===== config.mk =====
export PLATFORM = sky130hd
export DESIGN_NAME = pipeline_sequencer
export DESIGN_NICKNAME = d
export VERILOG_FILES = /design/src/rtl/pipeline_sequencer.sv
export SDC_FILE = /design/constraint.sdc
export NUM_CORES = 1
export LEC_CHECK = 0
export BUFFER_PORTS_ARGS = -buffer_cell sky130_fd_sc_hd__buf_2
export CORE_MARGIN = 3
export CORE_UTILIZATION = 40
export CTS_CLUSTER_DIAMETER = 40
export CTS_CLUSTER_SIZE = 25
export DETAILED_ROUTE_END_ITERATION = 16
export GPL_TIMING_DRIVEN = 0
export MAX_ROUTING_LAYER = met4
export PLACE_DENSITY = 0.63
export SYNTH_ARGS = -nofsm -noshare
export SYNTH_HDL_FRONTEND = slang
export SYNTH_SLANG_ARGS = --single-unit

===== constraint.sdc =====
create_clock -name i_clk -period 5.8 [get_ports i_clk]
set_clock_uncertainty 0.05 [all_clocks]
set_input_delay 0.29 -clock i_clk [delete_from_list [all_inputs] [get_ports i_clk]]
set_output_delay 0.29 -clock i_clk [all_outputs]
set_load 0.03 [all_outputs]

===== src/rtl/pipeline_sequencer.sv =====
// Pipeline sequencer for the 5-stage MIPS core: run/step control, load-use stalls, branch flushes, HALT drain.
// Optional macro STALL_COUNTER_EN adds the saturating o_stall_count output.
module pipeline_sequencer #(
  parameter int NB_address_registros = 5,
  parameter int NB_CYCLES            = 32,
  parameter int DRAIN_CYCLES         = 4,
  parameter int NB_STATE             = 3
) (
  input  logic                            i_clk,
  input  logic                            i_rst,
  input  logic                            i_start,
  input  logic                            i_step_mode,
  input  logic                            i_step,
  input  logic                            i_halt_id,
  input  logic                            i_branch_taken,
  input  logic                            i_id_ex_MemRead,
  input  logic [NB_address_registros-1:0] i_id_ex_rt,
  input  logic [NB_address_registros-1:0] i_if_id_rs,
  input  logic [NB_address_registros-1:0] i_if_id_rt,
  output logic                            o_pc_enable,
  output logic                            o_if_id_enable,
  output logic                            o_if_id_flush,
  output logic                            o_id_ex_bubble,
  output logic                            o_pipe_enable,
  output logic [NB_STATE-1:0]             o_state,
  output logic [NB_CYCLES-1:0]            o_cycle_count,
  output logic                            o_done
`ifdef STALL_COUNTER_EN
  ,
  output logic [NB_CYCLES-1:0]            o_stall_count
`endif
);

  localparam int NB_DRAIN = (DRAIN_CYCLES > 2) ? $clog2(DRAIN_CYCLES) : 1;

  typedef enum logic [NB_STATE-1:0] {
    IDLE      = NB_STATE'(0),
    RUN       = NB_STATE'(1),
    STEP_WAIT = NB_STATE'(2),
    STEP_EXEC = NB_STATE'(3),
    DRAIN     = NB_STATE'(4),
    DONE      = NB_STATE'(5)
  } state_t;

  state_t                state, state_next;
  logic [NB_DRAIN-1:0]   drain_cnt, drain_next;
  logic [NB_CYCLES-1:0]  cycle_cnt;
  logic                  act, exec, load_use, stall, flush, halt_acc;

  // Hazards only matter while an instruction is actually advancing; DRAIN ignores them.
  assign act      = (state == RUN) || (state == STEP_EXEC) || (state == DRAIN);
  assign exec     = (state == RUN) || (state == STEP_EXEC);
  assign load_use = i_id_ex_MemRead && (i_id_ex_rt != '0) &&
                    ((i_id_ex_rt == i_if_id_rs) || (i_id_ex_rt == i_if_id_rt));
  assign stall    = exec && load_use;
  assign flush    = exec && i_branch_taken;
  assign halt_acc = exec && i_halt_id && !stall && !flush;

  always_ff @(posedge i_clk) begin
    if (!i_rst) begin
      state     <= IDLE;
      drain_cnt <= '0;
      cycle_cnt <= '0;
    end else begin
      state     <= state_next;
      drain_cnt <= drain_next;
      if (act) cycle_cnt <= cycle_cnt + NB_CYCLES'(1);
    end
  end

  always_comb begin
    state_next = state;
    drain_next = drain_cnt;
    case (state)
      IDLE:      if (i_start) state_next = i_step_mode ? STEP_WAIT : RUN;
      RUN: begin
        if (halt_acc) begin
          state_next = DRAIN;
          drain_next = NB_DRAIN'(DRAIN_CYCLES - 1);
        end
      end
      STEP_WAIT: if (i_step) state_next = STEP_EXEC;
      STEP_EXEC: begin
        state_next = STEP_WAIT;
        if (halt_acc) begin
          state_next = DRAIN;
          drain_next = NB_DRAIN'(DRAIN_CYCLES - 1);
        end
      end
      DRAIN: begin
        if (drain_cnt == '0) state_next = DONE;
        else                 drain_next = drain_cnt - NB_DRAIN'(1);
      end
      DONE:      if (i_start) state_next = IDLE;
      default:   state_next = IDLE;
    endcase
  end

  // Output priority in RUN/STEP_EXEC: flush, then stall, then halt accept, then normal flow.
  always_comb begin
    o_pc_enable    = 1'b0;
    o_if_id_enable = 1'b0;
    o_if_id_flush  = 1'b0;
    o_id_ex_bubble = 1'b0;
    if (exec) begin
      if (flush) begin
        o_pc_enable    = 1'b1;
        o_if_id_enable = 1'b1;
        o_if_id_flush  = 1'b1;
        o_id_ex_bubble = 1'b1;
      end else if (stall) begin
        o_id_ex_bubble = 1'b1;
      end else if (halt_acc) begin
        o_if_id_enable = 1'b1;
        o_if_id_flush  = 1'b1;
      end else begin
        o_pc_enable    = 1'b1;
        o_if_id_enable = 1'b1;
      end
    end else if (state == DRAIN) begin
      o_if_id_enable = 1'b1;
      o_if_id_flush  = 1'b1;
    end
  end

  assign o_pipe_enable = act;
  assign o_state       = state;
  assign o_cycle_count = cycle_cnt;
  assign o_done        = (state == DONE);

`ifdef STALL_COUNTER_EN
  logic [NB_CYCLES-1:0] stall_cnt;

  always_ff @(posedge i_clk) begin
    if (!i_rst)                                   stall_cnt <= '0;
    else if (act && stall && !flush && stall_cnt != '1) stall_cnt <= stall_cnt + NB_CYCLES'(1);
  end

  assign o_stall_count = stall_cnt;
`endif

endmodule


==> results of run 1 <==
where the power goes:
| group | internal [mW] | switching, mW |
|---|---|---|
| registers | 0.260 | 0.00651 |
| clock network | 0.0851 | 0.0936 |
| logic | 0.0383 | 0.0682 |
| total | 0.384 | 0.168 |
synth_stat cells, types with 2 or more instances:
master / number
dfxtp_1: 37
nor2_1: 24
nand2_1: 21
xnor2_1: 21
a21oi_1: 17
o21ai_0: 13
nand3_1: 11
inv_1: 10
o31ai_1: 8
or4_1: 7
xor2_1: 7
clkbuf_1: 6
nand4_1: 6
nor3_1: 6
nor4_1: 5
or3_1: 5
o21a_1: 4
o31a_1: 4
and3_1: 3
a31oi_1: 2
ha_1: 2
nand4b_1: 2
nor3b_1: 2
o2111ai_1: 2
critical path, delay by kind of cell, from the launching register on:
| kind | cells | cell delay (ps) |
|---|---|---|
| simple gates | 3 | 1070 |
| compound gates | 2 | 460 |
| flops | 1 | 440 |
| buf+inv | 1 | 260 |
layout make-up:
type | count | area, um^2 | share of cell area (%)
Clock inverter | 1 | 7.507 | 0.3012
Timing Repair Buffer | 63 | 315.3 | 12.65
Inverter | 10 | 37.54 | 1.506
Sequential cell | 37 | 740.7 | 29.72
Tap cell | 67 | 83.83 | 3.363
Clock buffer | 7 | 76.32 | 3.062
Buffer | 10 | 50.05 | 2.008
Multi-Input combinational cell | 187 | 1181 | 47.39
sequential cells by signal, indices dropped and copies added, names as in the netlist:
| name | count |
|---|---|
| drain_cnt | 2 |
| o_state | 3 |
| o_cycle_count | 32 |
worst paths after layout:
| kind | to | slack (ps) | cells past startpoint |
|---|---|---|---|
| worst max register to register | o_cycle_count[23] | 3410 | 6 |
| worst max-delay path | o_cycle_count[23] | 3410 | 6 |
| worst min register to register | o_cycle_count[31] | 440 | 2 |
| worst min-delay path | o_cycle_count[22] | 240 | 2 |
cell families after synthesis:
family / Yosys count / synth area share [%]
fa+ha+maj: 2 / 1.245
buf+inv: 20 / 4.358
simple gates: 100 / 26.40
xor+xnor: 28 / 12.20
flops: 37 / 36.86
compound gates: 57 / 18.93
routing by layer:
metal | global-route usage, % | part of all wire (%) | wire length, um
met5 | - | 0 | 0
met4 | 6.341 | 1.3 | 66
met3 | 3.756 | 5.2 | 262
met2 | 28.05 | 45 | 2257
met1 | 23.50 | 49 | 2440
==> metrics.csv, run 1 <==
stage,metric,value,unit
global_route,antenna_found_initial,0,
timing,hold_ws,235.4,ps
synthesis,synth_top_cell_area_share,36.86,%
cts,post_cts_hold_buffer_count,0,
route,viasPerCell,5.209,
layout,fin_cells,382,
cts,cts.htree.levels,2,
timing,timing_max_transition_violations_final,0,
global_route,grt_pass1_wl,8569,um
layout,postLayoutCellArea,0.002492,mm^2
critical_path,r2r-start,o_cycle_count[9],
placement,post-dp-hpwl,3715,um
global_route,grt_usage,18.14,%
global_route,number_of_global_route_vias_before_repair,1832,
synthesis,postSynthCellCount,244,
power,worst_ir_drop_vdd,144.6,uV
layout,finalNetCount,339,
placement,total_placed_cells_including_tap_cells,374,
route,ant_nets,0,
outcome,outcome,"complete, no violations",
layout,filler_cell_count,466,
critical_path,timing.critical_path.cells,"and4_1, nand3_1, or4_1, clkbuf_1, o31a_1, o21a_1",
layout,layout_area_growth_over_synthesis,24.03,%
timing,max_freq,419.1,MHz
critical_path,crit_path_max_fanout,10,
route,routedWlPerCell,13.16,um
synthesis,syn-mean-instance-area,8.235,um^2
synthesis,syn-cell-area,0.002009,mm^2
cts,cts-resized-gates,0,
floorplan,core_area,0.004786,mm^2
floorplan,design.die.area,0.005910,mm^2
cts,insertion_delay,290,ps
route,dr_total_vias,1990,
route,drc,0,
floorplan,floorplan.die.width,76.88,um
global_route,grt_remaining_overflow,0,
route,postRouteWirelength,5026,um
layout,n_antenna_cell,0,
floorplan,boundaryPins,64,
cts,root_buffer,clkbuf_8,
timing,setup_slack,3414,ps
power,p_per_area,221.5,mW/mm^2
cts,cts.clk_slew.worst_paths,80,ps
timing,slew_headroom,62.78,%
floorplan,rows,25,
power,total_power_consumption,0.5520,mW
timing,timing.final.crit_share,41.13,%
placement,place_ws,3444,ps
synthesis,yosysWarnings,0,
cts,tritoncts.num_buffers,5,
route,drt_iter0_drc,121,
timing,setup_repair_after_global_routing_missed_its_margin,no,
synthesis,synth_edf_count,0,
timing,final_hold_viols,0,
placement,place.port_buffers,63,
power,static-leakage-power,0.9740,nW
cts,clock_tree_from_tritoncts,built,
critical_path,worstPathArrival,2530,ps
critical_path,cpPeakStageDelay,580,ps
synthesis,count_of_cell_types_in_the_netlist,43,
floorplan,floorplan.die.height,76.88,um
floorplan,floorplan.initialDensity,41.99,%
global_route,maximum_number_of_pins_on_one_net_before_global_route_repair,12,
placement,dpl-instance-area,0.002409,mm^2
timing,finalWorstPathRequiredPeriod,2386,ps
timing,fin_setup_tns,0,ps
critical_path,worstSetupPathType,flop to flop,
synthesis,share_of_the_yosys_chip_area_belonging_to_registers,36.86,%
cts,clock_path_buffers,2,
synthesis,synth_top_area_cell,dfxtp_1,
min_path,hold_path_class,input port to flop,
cts,clock-sinks,37,
synthesis,synth.net_count,269,
layout,final_layout_size_suffix_gt1_share,23.81,%
critical_path,timing.critical_path.from_type,flop,
min_path,hold_path_startpoint,i_rst,
timing,tightestPinTransition,553.2,ps
critical_path,worstPathRequired,5940,ps
cts,number_of_buffers_added_for_setup_after_cts,0,
layout,layout.cells.most_common,buf_2,
layout,commonest_cells_after_routing_fill_and_taps_aside,"buf_2, dfxtp_1, nor2_1, xnor2_1, nand2_1",
layout,finalCoreUtilization,52.08,%
synthesis,yosys_most_used_dff,dfxtp_1,
synthesis,flip_flop_and_latch_count_after_synthesis,37,
synthesis,synth_async_sr_flop_share,0,%
timing,timing.final.setup_violations,0,
route,detailedRoute.firstPassIterationCount,4,
synthesis,yosys-top-cells-area,"dfxtp_1, xnor2_1, nor2_1",
critical_path,critPathLaunch,o_cycle_count[9],
critical_path,crit_path_end_kind,flop,
job,maxCapViolations,0,
critical_path,critical-path-slowest-cell,or4_1,
placement,globalplace.congestion,0.8003,
Power figures use the tool's default switching activity.
==> run 2: changes to the inputs <==
- PLACE_DENSITY: 0.63 -> 0.66
- clock period: 5.8 -> 2.1 ns (I/O delays scaled with it)
==> run 2 against run 1 <==
Net effect: clock power rose to 3.7 times the previous value; first-iteration DRC count shrank 15%; total power rose to 3.1 times the previous value; fmax is 17% higher; global-route usage grew 0.25 points; critical endpoint is now o_cycle_count[25].
==> metrics.csv, run 2 (synthesis results as in run 1) <==
stage,metric,value,unit,change
cts,clock_path_buffers,2,,unchanged
cts,insertion_delay,290,ps,about the same
power,share_comb_of_total_power,18.5,%,was 19.3%
route,routedWlPerCell,13.66,um,was 13.16 um
route,drc,0,,unchanged
global_route,grt_remaining_overflow,0,,unchanged
power,worst_ir_drop_vdd,314.7,uV,was 144.6 uV
critical_path,timing.critical_path.from_type,flop,,unchanged
route,viasPerCell,5.309,,was 5.209
layout,commonest_cells_after_routing_fill_and_taps_aside,"buf_2, nor2_1, dfxtp_1, xnor2_1, nand2_1",,"was buf_2, dfxtp_1, nor2_1, xnor2_1, nand2_1"
route,drt_iter0_drc,103,,was 121
layout,finalCoreUtilization,57.59,%,was 52.08%
critical_path,cpPeakStageDelay,610,ps,was 580 ps
timing,final_hold_viols,0,,unchanged
cts,post_cts_hold_buffer_count,0,,unchanged
power,power_switching_share,28.22,%,was 30.49%
floorplan,boundaryPins,64,,unchanged
global_route,grt_usage,18.38,%,was 18.14%
placement,place.port_buffers,63,,unchanged
power,seq_power_share,43.2,%,was 48.3%
placement,post-dp-hpwl,3782,um,was 3715 um
global_route,maximum_number_of_pins_on_one_net_before_global_route_repair,16,,was 12
timing,setup_repair_after_global_routing_missed_its_margin,yes,,was no
route,postRouteWirelength,5396,um,was 5026 um
global_route,grt_pass1_wl,8763,um,was 8569 um
timing,fin_setup_tns,0,ps,unchanged
timing,max_freq,490.2,MHz,was 419.1 MHz
floorplan,floorplan.die.height,76.88,um,unchanged
cts,cts.clk_slew.worst_paths,80,ps,about the same
floorplan,design.die.area,0.005910,mm^2,unchanged
timing,finalWorstPathRequiredPeriod,2040,ps,was 2386 ps
power,net-switching-power,0.4816,mW,was 0.1683 mW
cts,clock_tree_from_tritoncts,built,,unchanged
layout,n_antenna_cell,0,,unchanged
critical_path,timing.critical_path.cells,"and4_4, nand3_4, or4_4, or4_1, a21oi_1",,"was and4_1, nand3_1, or4_1, clkbuf_1, o31a_1, o21a_1"
floorplan,floorplan.die.width,76.88,um,unchanged
critical_path,path_delay_family,simple AND/OR/NAND/NOR gates,,unchanged
placement,globalplace.congestion,0.7887,,was 0.8003
timing,timing_max_transition_violations_final,0,,unchanged
outcome,outcome,"complete, no violations",,unchanged
layout,layout_area_growth_over_synthesis,37.17,%,was 24.03%
cts,cts.htree.levels,2,,unchanged
job,maxCapViolations,0,,unchanged
cts,root_buffer,clkbuf_8,,unchanged
power,p_per_area,619.2,mW/mm^2,was 221.5 mW/mm^2
route,ant_nets,0,,unchanged
layout,fin_cells,395,,was 382
floorplan,floorplan.initialDensity,41.99,%,unchanged
timing,slew_headroom,67.64,%,was 62.78%
cts,clock-sinks,37,,unchanged
global_route,number_of_global_route_vias_before_repair,1887,,was 1832
critical_path,worstPathArrival,2210,ps,was 2530 ps
layout,layout.cells.most_common,buf_2,,unchanged
layout,largest_register_ff_count,32,,unchanged
cts,tritoncts.num_buffers,5,,unchanged
global_route,antenna_found_initial,0,,unchanged
route,detailedRoute.firstPassIterationCount,4,,unchanged
critical_path,crit_path_max_fanout,8,,was 10
critical_path,worstPathRequired,2270,ps,was 5940 ps
layout,final_layout_size_suffix_gt1_share,35.37,%,was 23.81%
timing,timing.final.setup_violations,0,,unchanged
critical_path,worst-path-buf-inv,0,,was 1
critical_path,crit_path_end_kind,flop,,unchanged
placement,total_placed_cells_including_tap_cells,374,,unchanged
min_path,hold_path_startpoint,i_rst,,unchanged
timing,timing.final.crit_share,97.14,%,was 41.13%
critical_path,critical-path-slowest-cell,or4_4,,was or4_1
power,static-leakage-power,1.075,nW,was 0.9740 nW
timing,tightestPinTransition,481.0,ps,was 553.2 ps
route,dr_total_vias,2097,,was 1990
power,share_clk_of_total_power,38.3,%,was 32.4%
critical_path,critPathLaunch,o_cycle_count[9],,unchanged
power,internal-power,1.225,mW,was 0.3837 mW
floorplan,rows,25,,unchanged
critical_path,r2r-start,o_cycle_count[9],,unchanged
min_path,hold_path_class,input port to flop,,unchanged
floorplan,core_area,0.004786,mm^2,unchanged
layout,finalNetCount,352,,was 339
critical_path,worstSetupPathType,flop to flop,,unchanged
## run 2: through the flow
step                      power, mW  hold WS, ps  worst slack, ps  area, um^2
after floorplan              0.9620        172.7           -3.410        2036
after global placement        1.049        350.4           -294.9        2435
after detailed placement      1.050        351.1           -315.4        2435
after CTS                     1.708        43.13            19.59        2613
after global routing          1.771        58.22           -20.39        2756
final                         1.707        52.12            60.14        2756
## run 2: routing by layer
metal / part of all wire [%] / up-vias / track usage, %
li1: - / 1052 / -
met1: 47 / 983 / 23.09
met2: 47 / 56 / 29.88
met3: 4.9 / 6 / 3.873
met4: 1.1 / 0 / 5.072
met5: 0 / - / -
## run 2: worst paths after layout
path / endpoint / slack (ps) / cells past startpoint
setup / recovery: o_cycle_count[25] / 60 / 5
setup reg to reg: o_cycle_count[25] / 60 / 5
hold / removal: o_cycle_count[23] / 50 / 2
hold reg to reg: o_cycle_count[31] / 440 / 2
## run 2: area by class of cell
cell class                 count  area, um^2
sequential                    37       768.2
fill                         457        2029
clock inverter                 1       30.03
multi-input combinational    188        1254
clock buffer                   7       86.33
timing repair buffer          76       429.2
tap                           67       83.83
buffer                         9       67.56
inverter                      10       37.54
## run 2: what timing repair did
| action | in CTS | in global routing |
|---|---|---|
| buffers inserted | 4 | 9 |
| resized for setup | 7 | 18 |
| cloned | 0 | 1 |
| pin swaps | 1 | 3 |
| setup endpoints to repair | 14 | 11 |
## run 2: power by group through the flow
stage	clock, mW	sequential (mW)	combinational [mW]
finish	0.654	0.738	0.315
global route	0.685	0.741	0.345
CTS	0.661	0.741	0.305
detailed placement	0	0.755	0.295
global placement	0	0.754	0.295
floorplan	0	0.779	0.183
